--- src/rtl/io_input_controller.sv ---
// Purpose : I/O sequencer for IN/OUT instructions; stalls the CPU on IN until a debounced
//           press/release of the confirm button, captures the switch bank on the press.
// Latency : OUT updates Output on the next edge; IN completes at the earliest after
//           2 sync + 2*DEBOUNCE_CYCLES + edge/state cycles after the request (ReadValid pulse).
// Backpressure: Stall is held high combinationally from the request cycle until DONE,
//           where it drops for exactly one cycle together with the ReadValid pulse.
//
// Ports:
//   Clock, Reset          - system clock, asynchronous active-high reset
//   IORead, IOWrite       - CPU request strobes (IORead held until Stall drops)
//   WriteData[31:0]       - value for the display register on IOWrite
//   Switches[12:0], SetN  - board switch bank and active-low confirm button (async)
//   Stall                 - freezes the CPU while high
//   ReadData[31:0]        - captured switches, zero-extended; ReadValid one-cycle strobe
//   Output[31:0]          - display register; OutputValid sticky after first write
//   Waiting               - high while waiting for the press (LED)
//   TimedOut              - one-cycle pulse on timeout (tied 0 unless IO_TIMEOUT_EN)
//
// Optional feature macro: IO_TIMEOUT_EN (abandons WAIT_PRESS after TIMEOUT_CYCLES cycles).

module io_input_controller #(
    parameter int DEBOUNCE_CYCLES = 4,
    parameter int TIMEOUT_CYCLES  = 1000
) (
    input  logic        Clock,
    input  logic        Reset,
    input  logic        IORead,
    input  logic        IOWrite,
    input  logic [31:0] WriteData,
    input  logic [12:0] Switches,
    input  logic        SetN,
    output logic        Stall,
    output logic [31:0] ReadData,
    output logic        ReadValid,
    output logic [31:0] Output,
    output logic        OutputValid,
    output logic        Waiting,
    output logic        TimedOut
);

    // Elaboration-time parameter sanity checks.
    if (DEBOUNCE_CYCLES < 1) begin : g_bad_debounce
        $error("DEBOUNCE_CYCLES must be at least 1");
    end
    if (TIMEOUT_CYCLES < 1) begin : g_bad_timeout
        $error("TIMEOUT_CYCLES must be at least 1");
    end

    localparam int              DB_W    = $clog2(DEBOUNCE_CYCLES + 1);
    localparam logic [DB_W-1:0] DB_LAST = DB_W'(DEBOUNCE_CYCLES - 1);

    typedef enum logic [1:0] {
        S_IDLE         = 2'd0,
        S_WAIT_PRESS   = 2'd1,
        S_WAIT_RELEASE = 2'd2,
        S_DONE         = 2'd3
    } state_t;

    // ------------------------------------------------------------------
    // Button path: 2-flop synchronizer, debounce counter, edge detectors
    // ------------------------------------------------------------------
    logic            sync1_q, sync2_q;
    logic            raw_press;
    logic            pressed_q, pressed_d;
    logic [DB_W-1:0] db_cnt_q, db_cnt_d;
    logic            press_edge_q, press_edge_d;
    logic            release_edge_q, release_edge_d;

    assign raw_press = ~sync2_q;

    always_comb begin
        pressed_d = pressed_q;
        db_cnt_d  = '0;
        // Any sample agreeing with the accepted level restarts the count,
        // so only DEBOUNCE_CYCLES consecutive disagreeing samples toggle it.
        if (raw_press != pressed_q) begin
            if (db_cnt_q == DB_LAST) begin
                pressed_d = ~pressed_q;
            end else begin
                db_cnt_d = db_cnt_q + 1'b1;
            end
        end
        press_edge_d   =  pressed_d & ~pressed_q;
        release_edge_d = ~pressed_d &  pressed_q;
    end

    always_ff @(posedge Clock or posedge Reset) begin
        if (Reset) begin
            sync1_q        <= 1'b1;
            sync2_q        <= 1'b1;
            pressed_q      <= 1'b0;
            db_cnt_q       <= '0;
            press_edge_q   <= 1'b0;
            release_edge_q <= 1'b0;
        end else begin
            sync1_q        <= SetN;
            sync2_q        <= sync1_q;
            pressed_q      <= pressed_d;
            db_cnt_q       <= db_cnt_d;
            press_edge_q   <= press_edge_d;
            release_edge_q <= release_edge_d;
        end
    end

    // ------------------------------------------------------------------
    // Optional WAIT_PRESS timeout
    // ------------------------------------------------------------------
    state_t state_q, state_d;
    logic   timeout_hit;

`ifdef IO_TIMEOUT_EN
    logic [31:0] tmo_cnt_q, tmo_cnt_d;
    logic        timed_out_q, timed_out_d;

    always_comb begin
        // Held at zero outside WAIT_PRESS, so it starts from 0 on every entry.
        tmo_cnt_d   = (state_q == S_WAIT_PRESS) ? tmo_cnt_q + 32'd1 : 32'd0;
        timeout_hit = (state_q == S_WAIT_PRESS) && (tmo_cnt_q == 32'(TIMEOUT_CYCLES - 1));
        // A press edge arriving in the timeout cycle takes priority.
        timed_out_d = timeout_hit && !press_edge_q;
    end

    always_ff @(posedge Clock or posedge Reset) begin
        if (Reset) begin
            tmo_cnt_q   <= 32'd0;
            timed_out_q <= 1'b0;
        end else begin
            tmo_cnt_q   <= tmo_cnt_d;
            timed_out_q <= timed_out_d;
        end
    end

    assign TimedOut = timed_out_q;
`else
    assign timeout_hit = 1'b0;
    assign TimedOut    = 1'b0;
`endif

    // ------------------------------------------------------------------
    // Sequencing FSM with registered outputs
    // ------------------------------------------------------------------
    logic [31:0] read_data_q, read_data_d;
    logic        read_valid_q, read_valid_d;
    logic [31:0] output_q, output_d;
    logic        output_valid_q, output_valid_d;

    always_comb begin
        state_d        = state_q;
        read_data_d    = read_data_q;
        read_valid_d   = 1'b0;
        output_d       = output_q;
        output_valid_d = output_valid_q;

        case (state_q)
            S_IDLE: begin
                // A simultaneous read and write are both honoured.
                if (IOWrite) begin
                    output_d       = WriteData;
                    output_valid_d = 1'b1;
                end
                if (IORead) begin
                    state_d = S_WAIT_PRESS;
                end
            end
            S_WAIT_PRESS: begin
                // Only a fresh 0->1 edge counts; a button already held on entry
                // produced its edge earlier and is ignored.
                if (press_edge_q) begin
                    read_data_d = {19'b0, Switches};
                    state_d     = S_WAIT_RELEASE;
                end else if (timeout_hit) begin
                    read_data_d  = 32'd0;
                    read_valid_d = 1'b1;
                    state_d      = S_DONE;
                end
            end
            S_WAIT_RELEASE: begin
                if (release_edge_q) begin
                    read_valid_d = 1'b1;
                    state_d      = S_DONE;
                end
            end
            S_DONE: begin
                // The CPU advances on this edge, so never re-enter on a lingering IORead.
                state_d = S_IDLE;
            end
            default: begin
                state_d = S_IDLE;
            end
        endcase
    end

    always_ff @(posedge Clock or posedge Reset) begin
        if (Reset) begin
            state_q        <= S_IDLE;
            read_data_q    <= 32'd0;
            read_valid_q   <= 1'b0;
            output_q       <= 32'd0;
            output_valid_q <= 1'b0;
        end else begin
            state_q        <= state_d;
            read_data_q    <= read_data_d;
            read_valid_q   <= read_valid_d;
            output_q       <= output_d;
            output_valid_q <= output_valid_d;
        end
    end

    // Combinational so the CPU freezes in the very cycle the read request appears.
    assign Stall = ~Reset & (((state_q == S_IDLE) & IORead) |
                             (state_q == S_WAIT_PRESS) |
                             (state_q == S_WAIT_RELEASE));

    assign Waiting     = (state_q == S_WAIT_PRESS);
    assign ReadData    = read_data_q;
    assign ReadValid   = read_valid_q;
    assign Output      = output_q;
    assign OutputValid = output_valid_q;

endmodule

--- config.mk ---
export PLATFORM = sky130hd
export DESIGN_NAME = io_input_controller
export DESIGN_NICKNAME = d
export VERILOG_FILES = /design/src/rtl/io_input_controller.sv
export SDC_FILE = /design/constraint.sdc
export NUM_CORES = 1
export LEC_CHECK = 0
export CAP_MARGIN = 20
export CORE_ASPECT_RATIO = 0.6
export CORE_MARGIN = 10
export CORE_UTILIZATION = 40
export CTS_CLUSTER_DIAMETER = 60
export CTS_CLUSTER_SIZE = 40
export DETAILED_ROUTE_END_ITERATION = 8
export GPL_TIMING_DRIVEN = 0
export PLACE_DENSITY = 0.82
export SYNTH_ARGS = -nofsm -noshare
export SYNTH_HDL_FRONTEND = slang
export SYNTH_SLANG_ARGS = --single-unit
--- constraint.sdc ---
create_clock -name Clock -period 4 [get_ports Clock]
set_clock_uncertainty 0.15 [all_clocks]
set_input_delay 0.8 -clock Clock [delete_from_list [all_inputs] [get_ports Clock]]
set_output_delay 0.8 -clock Clock [all_outputs]
set_load 0.02 [all_outputs]
==> metrics.yaml, run 1 <==
ys_seq_area_share_pct: 61.9
ios: 119
cp.buffers_inverters: 2
power_frac_clock_pct: 17.9
power_density_nw_per_um2: 770
grt_max_degree: 36
use_met3_pct: 9.89
crit_path_end_kind: "output pin"
max_stage_delay_ns: 0.54
worstPathCellList: "clkdlybuf4s50_1 > a211oi_1 > nor2_1 > clkdlybuf4s50_1"
post-route-drc-count: 0
cts.sinks: 57
hold_viol: 0
setup.worst_path.class: "input pin to output pin"
drive_gt1_share_pct: 30.1
p_leak_nw: 1.64
final_util_pct: 65.5
p_switching_w: 0.000967
synth_top_area_share_pct: 59.6
synthesis.area_sq_um: 2310
start_kind: "input pin"
fp.dieArea_sq_um: 9310
antenna_found_initial: 0
slew_violations: 0
switching_share_pct: 34.3
initial_core_util_pct: 41.3
yosysWarnings: 0
use_met1_pct: 14.0
via_per_inst: 4.22
fmax_mhz: 328
intPower_w: 0.00185
rows: 21
slowest_stage: "clkdlybuf4s50_1"
critPathMaxFanout: 2
cpLargestDelayFamily: "buffers and inverters"
final_cells: 369
relSlewSlack_pct: 65.6
rsz0062_at_grt: "false"
setup_viol: 0
worstHoldStart: "sync1_q"
drt_iter0_drc: 26
cap_viol_max_count: 0
whs_ns: 0.204
cpMostUsedCell: "clkdlybuf4s50_1"
synth.area.top_cells: "dfrtp_1, mux2_2, buf_4"
fp.dieW_um: 118
dr.pass1.iters: 4
overflow: 0
tightest_slew_ns: 0.515
clockBufferDepth: 2
cts_htree_levels: 3
io_buffers: 98
finalCritPeriodShare_pct: 76.1
cts_tree: "built"
wl_mm: 5.71
worst_ep_required_time_ns: 3.05
seq_power_share_pct: 34.2
grt_pass1_vias: 1739
multi_input_area_sq_um: 759
regArea_sq_um: 1430
synth_top_area_cell: "dfrtp_1"
gp_congestion: 0.697
cp-startpoint: "IORead"
met2_usage_pct: 18.2
clk_pin_slew_ns: 0.05
cts_resized: 0
fill_cells: 443
r2r-start: "state_q[0]"
vias: 1558
grt_pass1_wl_mm: 9.24
cts_made_buffers: 9
arrival_ns: 2.10
ys_ff_latch: 57
ir_drop_mv: 0.433
area_growth_pct: 58.7
die_y_um: 78.9
gr-max-usage-layer: "met2"
holdBufCountCts: 0
period_needed_ns: 3.05
dp_cells: 355
dp_hpwl_mm: 4.60
fin_setup_tns_ns: 0
pwr-share-comb_pct: 47.8
status: "finished clean"
wire_per_inst_um: 15.5
track_usage_pct: 12.6
nets: 340
cts_setup_buffers: 0
synth.distinct_cells: 22
cts_root_buf: "clkbuf_8"
syn_area_per_cell_sq_um: 14.7
min_path_type: "flop to flop"
diodes: 0
design.core.area_sq_um: 5600
insertion_delay_ns: 0.32
drtAntennaViolNets: 0
synthCells: 157
routing by layer:
layer  up-vias  wire length, um
met5         -                0
met4         0               46
met3         6              863
met2        79             2420
met1       726             2380
li1        747                -
kinds of logic (layout without fill, tap and decap cells):
| logic type | after synthesis | count (layout) | synth area share (%) |
|---|---|---|---|
| flops | 57 | 57 | 61.9 |
| mux | 47 | 47 | 22.9 |
| buf+inv | 30 | 143 | 8.34 |
| simple gates | 14 | 14 | 3.25 |
| fa+ha+maj | 4 | 4 | 2.17 |
| compound gates | 3 | 3 | 0.975 |
| other cells | 1 | 20 | 0.162 |
| xor+xnor | 1 | 1 | 0.379 |
stage by stage:
stage | setup slack [ns] | area [sq um] | power, W
finish | 0.955 | 3660 | 0.00282
global route | 0.872 | 3660 | 0.00301
CTS | 0.940 | 3660 | 0.00287
detailed placement | 0.947 | 3480 | 0.00235
global placement | 0.566 | 3460 | 0.00230
floorplan | 1.65 | 2380 | 0.00168
synthesized netlist by cell type:
library cell	instances
inv_1	6
nand2b_1	2
dfstp_2	2
buf_2	4
buf_4	20
xor2_1	1
mux2_1	1
nor3b_1	2
nor2b_1	1
mux2i_1	1
dfrtp_1	55
nand2_1	3
mux2_2	45
and2_1	1
a211oi_1	1
ha_1	4
o21ai_0	1
a222oi_1	1
nor2_1	2
nor3_1	2
conb_1	1
and3_1	1
placed cells by master, fill, tap and decap left out:
cell / count
inv_2: 1
xor2_1: 1
nand2_1: 3
o21ai_0: 1
mux2i_1: 1
buf_12: 1
clkinv_2: 3
nand2b_1: 2
buf_4: 20
and2_1: 1
nor3b_1: 2
clkbuf_8: 10
a222oi_1: 1
mux2_1: 1
inv_1: 5
nor2b_1: 1
ha_1: 4
clkdlybuf4s50_1: 98
bufinv_16: 1
nor2_1: 2
and3_1: 1
conb_1: 20
buf_2: 4
a211oi_1: 1
dfstp_2: 2
dfrtp_1: 55
nor3_1: 2
mux2_2: 45
flip-flops by register name (all words and copies together) (netlist names):
signal,flops
pressed_q,1
OutputValid,1
db_cnt_q,3
Output,32
ReadValid,1
sync1_q,1
state_q,2
press_edge_q,1
sync2_q,1
release_edge_q,1
ReadData,13
worst paths after layout:
path	to	slack [ns]	depth (start not counted)
max	Stall	0.95	4
min	sync2_q	0.20	0
max reg2reg	Output[10]	2.16	5
min reg2reg	sync2_q	0.20	0
max in group asynchronous	sync1_q	2.35	3
min in group asynchronous	ReadData[8]	0.72	2
cell type report:
| class | instances | share of cell area, % |
|---|---|---|
| Tap cell | 80 | 2.73 |
| Buffer | 24 | 4.64 |
| Clock inverter | 4 | 1.23 |
| Timing Repair Buffer | 99 | 27.3 |
| Inverter | 6 | 0.615 |
| Sequential cell | 57 | 39.0 |
| Multi-Input combinational cell | 89 | 20.7 |
| Clock buffer | 10 | 3.76 |
power groups by stage:
stage / Clock [W] / Combinational [W] / Sequential (W)
CTS: 0.000523 / 0.00137 / 0.000971
detailed placement: 0 / 0.00137 / 0.000978
finish: 0.000506 / 0.00135 / 0.000966
global placement: 0 / 0.00134 / 0.000959
floorplan: 0 / 0.000424 / 0.00126
global route: 0.000554 / 0.00145 / 0.00101
(Power assumes the default switching activity.)
==> run 2, diff against run 1 <==
--- a/config.mk
+++ b/config.mk
@@ -8,12 +8,12 @@
 export CAP_MARGIN = 20
 export CORE_ASPECT_RATIO = 0.6
 export CORE_MARGIN = 10
-export CORE_UTILIZATION = 40
+export CORE_UTILIZATION = 39
 export CTS_CLUSTER_DIAMETER = 60
 export CTS_CLUSTER_SIZE = 40
 export DETAILED_ROUTE_END_ITERATION = 8
 export GPL_TIMING_DRIVEN = 0
-export PLACE_DENSITY = 0.82
+export PLACE_DENSITY = 0.8
 export SYNTH_ARGS = -nofsm -noshare
 export SYNTH_HDL_FRONTEND = slang
 export SYNTH_SLANG_ARGS = --single-unit
==> constraint.sdc (replaced) <==
create_clock -name Clock -period 2.85 [get_ports Clock]
set_clock_uncertainty 0.15 [all_clocks]
set_input_delay 0.57 -clock Clock [delete_from_list [all_inputs] [get_ports Clock]]
set_output_delay 0.57 -clock Clock [all_outputs]
set_load 0.02 [all_outputs]
==> run 2 against run 1 <==
Sequential power rose by 40%. Utilization decreased by 0.39 points. Die area rose by 2.0%. Total power up 41%. Cell area grew 0.34%. Routed wire length is 3.7% higher. Worst hold slack better by 0.0098 ns. Combinational power grew 41%. Global-route usage increased by 0.15 points. Non-clock buffer count stayed put.
==> metrics.yaml, run 2 (synthesized netlist as in run 1, its figures left out) <==
dpl-instance-area_sq_um: 3480  # unchanged
via_per_inst: 4.36  # +3.3%
cts_root_buf: "clkbuf_8"
r2r-start: "state_q[0]"
cts_tree: "built"
rows: 21  # unchanged
finalCritPeriodShare_pct: 92.0
dp_hpwl_mm: 4.66  # +1.3%
fmax_mhz: 381
fp.dieArea_sq_um: 9500  # +2.0%
final_cell_mix: "clkdlybuf4s50_1, dfrtp_1, mux2_2"
hold_viol: 0  # unchanged
grt_pass1_vias: 1762  # +1.3%
io_buffers: 98  # unchanged
clockBufferDepth: 2  # unchanged
max_stage_delay_ns: 0.54  # about the same
cts_resized: 0  # unchanged
crit_end: "Stall"
drt_iter0_drc: 51  # +96%
ios: 119  # unchanged
cts_htree_levels: 3  # unchanged
cts_made_buffers: 9  # unchanged
dr.pass1.iters: 4  # unchanged
ir_drop_mv: 0.500  # +16%
power_frac_clock_pct: 18.5  # +0.6 points
nets: 340  # unchanged
area_growth_pct: 59.2
final_common_cell: "clkdlybuf4s50_1"
cts_setup_buffers: 0  # unchanged
slowest_stage: "clkdlybuf4s50_1"
gp_congestion: 0.728  # +4.4%
wl_mm: 5.92  # +3.7%
diodes: 0  # unchanged
holdBufCountCts: 0  # unchanged
grt_max_degree: 34  # -5.6%
status: "finished clean"
min_path_type: "flop to flop"
grt_pass1_wl_mm: 9.43  # +2.0%
arrival_ns: 1.90  # -0.20 ns
stdcell_area_sq_um: 3680  # +0.34%
track_usage_pct: 12.7  # +0.15 points
initial_core_util_pct: 40.9  # -0.38 points
largest_reg_flops: 32  # unchanged
antenna_found_initial: 0  # unchanged
overflow: 0  # unchanged
post-route-drc-count: 0  # unchanged
crit_path_end_kind: "output pin"
power_density_nw_per_um2: 1080  # +41%
drive_gt1_share_pct: 30.0  # -0.10 points
p_leak_nw: 1.65  # +0.27%
p_switching_w: 0.00135  # +40%
whs_ns: 0.214  # +0.00979 ns
start_kind: "input pin"
clk_pin_slew_ns: 0.06  # about the same
vias: 1613  # +3.5%
wire_per_inst_um: 16.0  # +3.4%
cpLargestDelayFamily: "buffers and inverters"
relSlewSlack_pct: 53.3  # -12 points
pwr-share-comb_pct: 47.7  # about the same
cp.buffers_inverters: 2  # unchanged
worstPathCellList: "clkdlybuf4s50_1 > a211oi_1 > nor2_1 > clkdlybuf4s50_1"
tightest_slew_ns: 0.700  # +0.185 ns
cap_viol_max_count: 0  # unchanged
intPower_w: 0.00263  # +42%
period_needed_ns: 2.62
reg2reg_slack_ns: 1.01  # -1.15 ns
die_y_um: 79.6  # +0.95%
worst_ep_required_time_ns: 2.13  # -0.92 ns
fp.dieW_um: 119  # +1.1%
cp-startpoint: "IORead"
insertion_delay_ns: 0.32  # about the same
design.core.area_sq_um: 5650  # +0.94%
drtAntennaViolNets: 0  # unchanged
critPathMaxFanout: 2  # unchanged
cp_num_cells: 4  # unchanged
rsz0062_at_grt: "false"
slew_violations: 0  # unchanged
setup.worst_path.class: "input pin to output pin"
reg2reg_depth: 5  # unchanged
seq_power_share_pct: 33.9  # -0.3 points
rr_endpoint: "Output[14]"
switching_share_pct: 34.0  # -0.29 points
cts.sinks: 57  # unchanged
cpMostUsedCell: "clkdlybuf4s50_1"
setup_viol: 0  # unchanged
-- run 2: power groups by stage --
stage          registers [W]  clock network [W]  logic (W)
2_1_floorplan        0.00177                  0   0.000595
3_3_place_gp         0.00134                  0    0.00190
3_5_place_dp         0.00137                  0    0.00193
4_1_cts              0.00136           0.000762    0.00194
5_1_grt              0.00140           0.000808    0.00204
6_report             0.00135           0.000736    0.00190
-- run 2: how the worst min path moves through the flow --
stage | startpoint | to | slack (ns) | cells after the start
final | sync1_q | sync2_q | 0.21 | 0
after CTS | sync1_q | sync2_q | 0.21 | 0
after floorplan | sync1_q | sync2_q | 0.20 | 0
after detailed placement | sync1_q | sync2_q | 0.20 | 0
after global routing | sync1_q | sync2_q | 0.22 | 0
after global placement | sync1_q | sync2_q | 0.20 | 0
-- run 2: final cells by class --
cell class / count / area [sq um]
Timing Repair Buffer: 99 / 1000
Buffer: 24 / 170
Clock inverter: 3 / 40.0
Tap cell: 80 / 100
Fill cell: 463 / 1970
Inverter: 6 / 22.5
Multi-Input combinational cell: 89 / 759
Clock buffer: 12 / 155
Sequential cell: 57 / 1430
-- run 2: routing by layer --
layer / part of all wire, % / vias to the layer above / global-route usage [%]
li1: - / 747 / -
met1: 40 / 774 / 13.9
met2: 42 / 87 / 17.7
met3: 17 / 5 / 11.3
met4: 0.81 / 0 / 3.96
met5: 0 / - / 0
-- run 2: per-stage QoR --
step                      power (W)  utilization [%]  worst slack, ns  setup TNS (ns)  cells
final                       0.00399             65.1            0.227               0    370
after global routing        0.00425             65.1            0.169               0    370
after CTS                   0.00405             65.1            0.223               0    370
after detailed placement    0.00329             61.6            0.226               0    355
after global placement      0.00324             61.3           -0.343          -18.72    354
after floorplan             0.00236                -            0.734               0    176
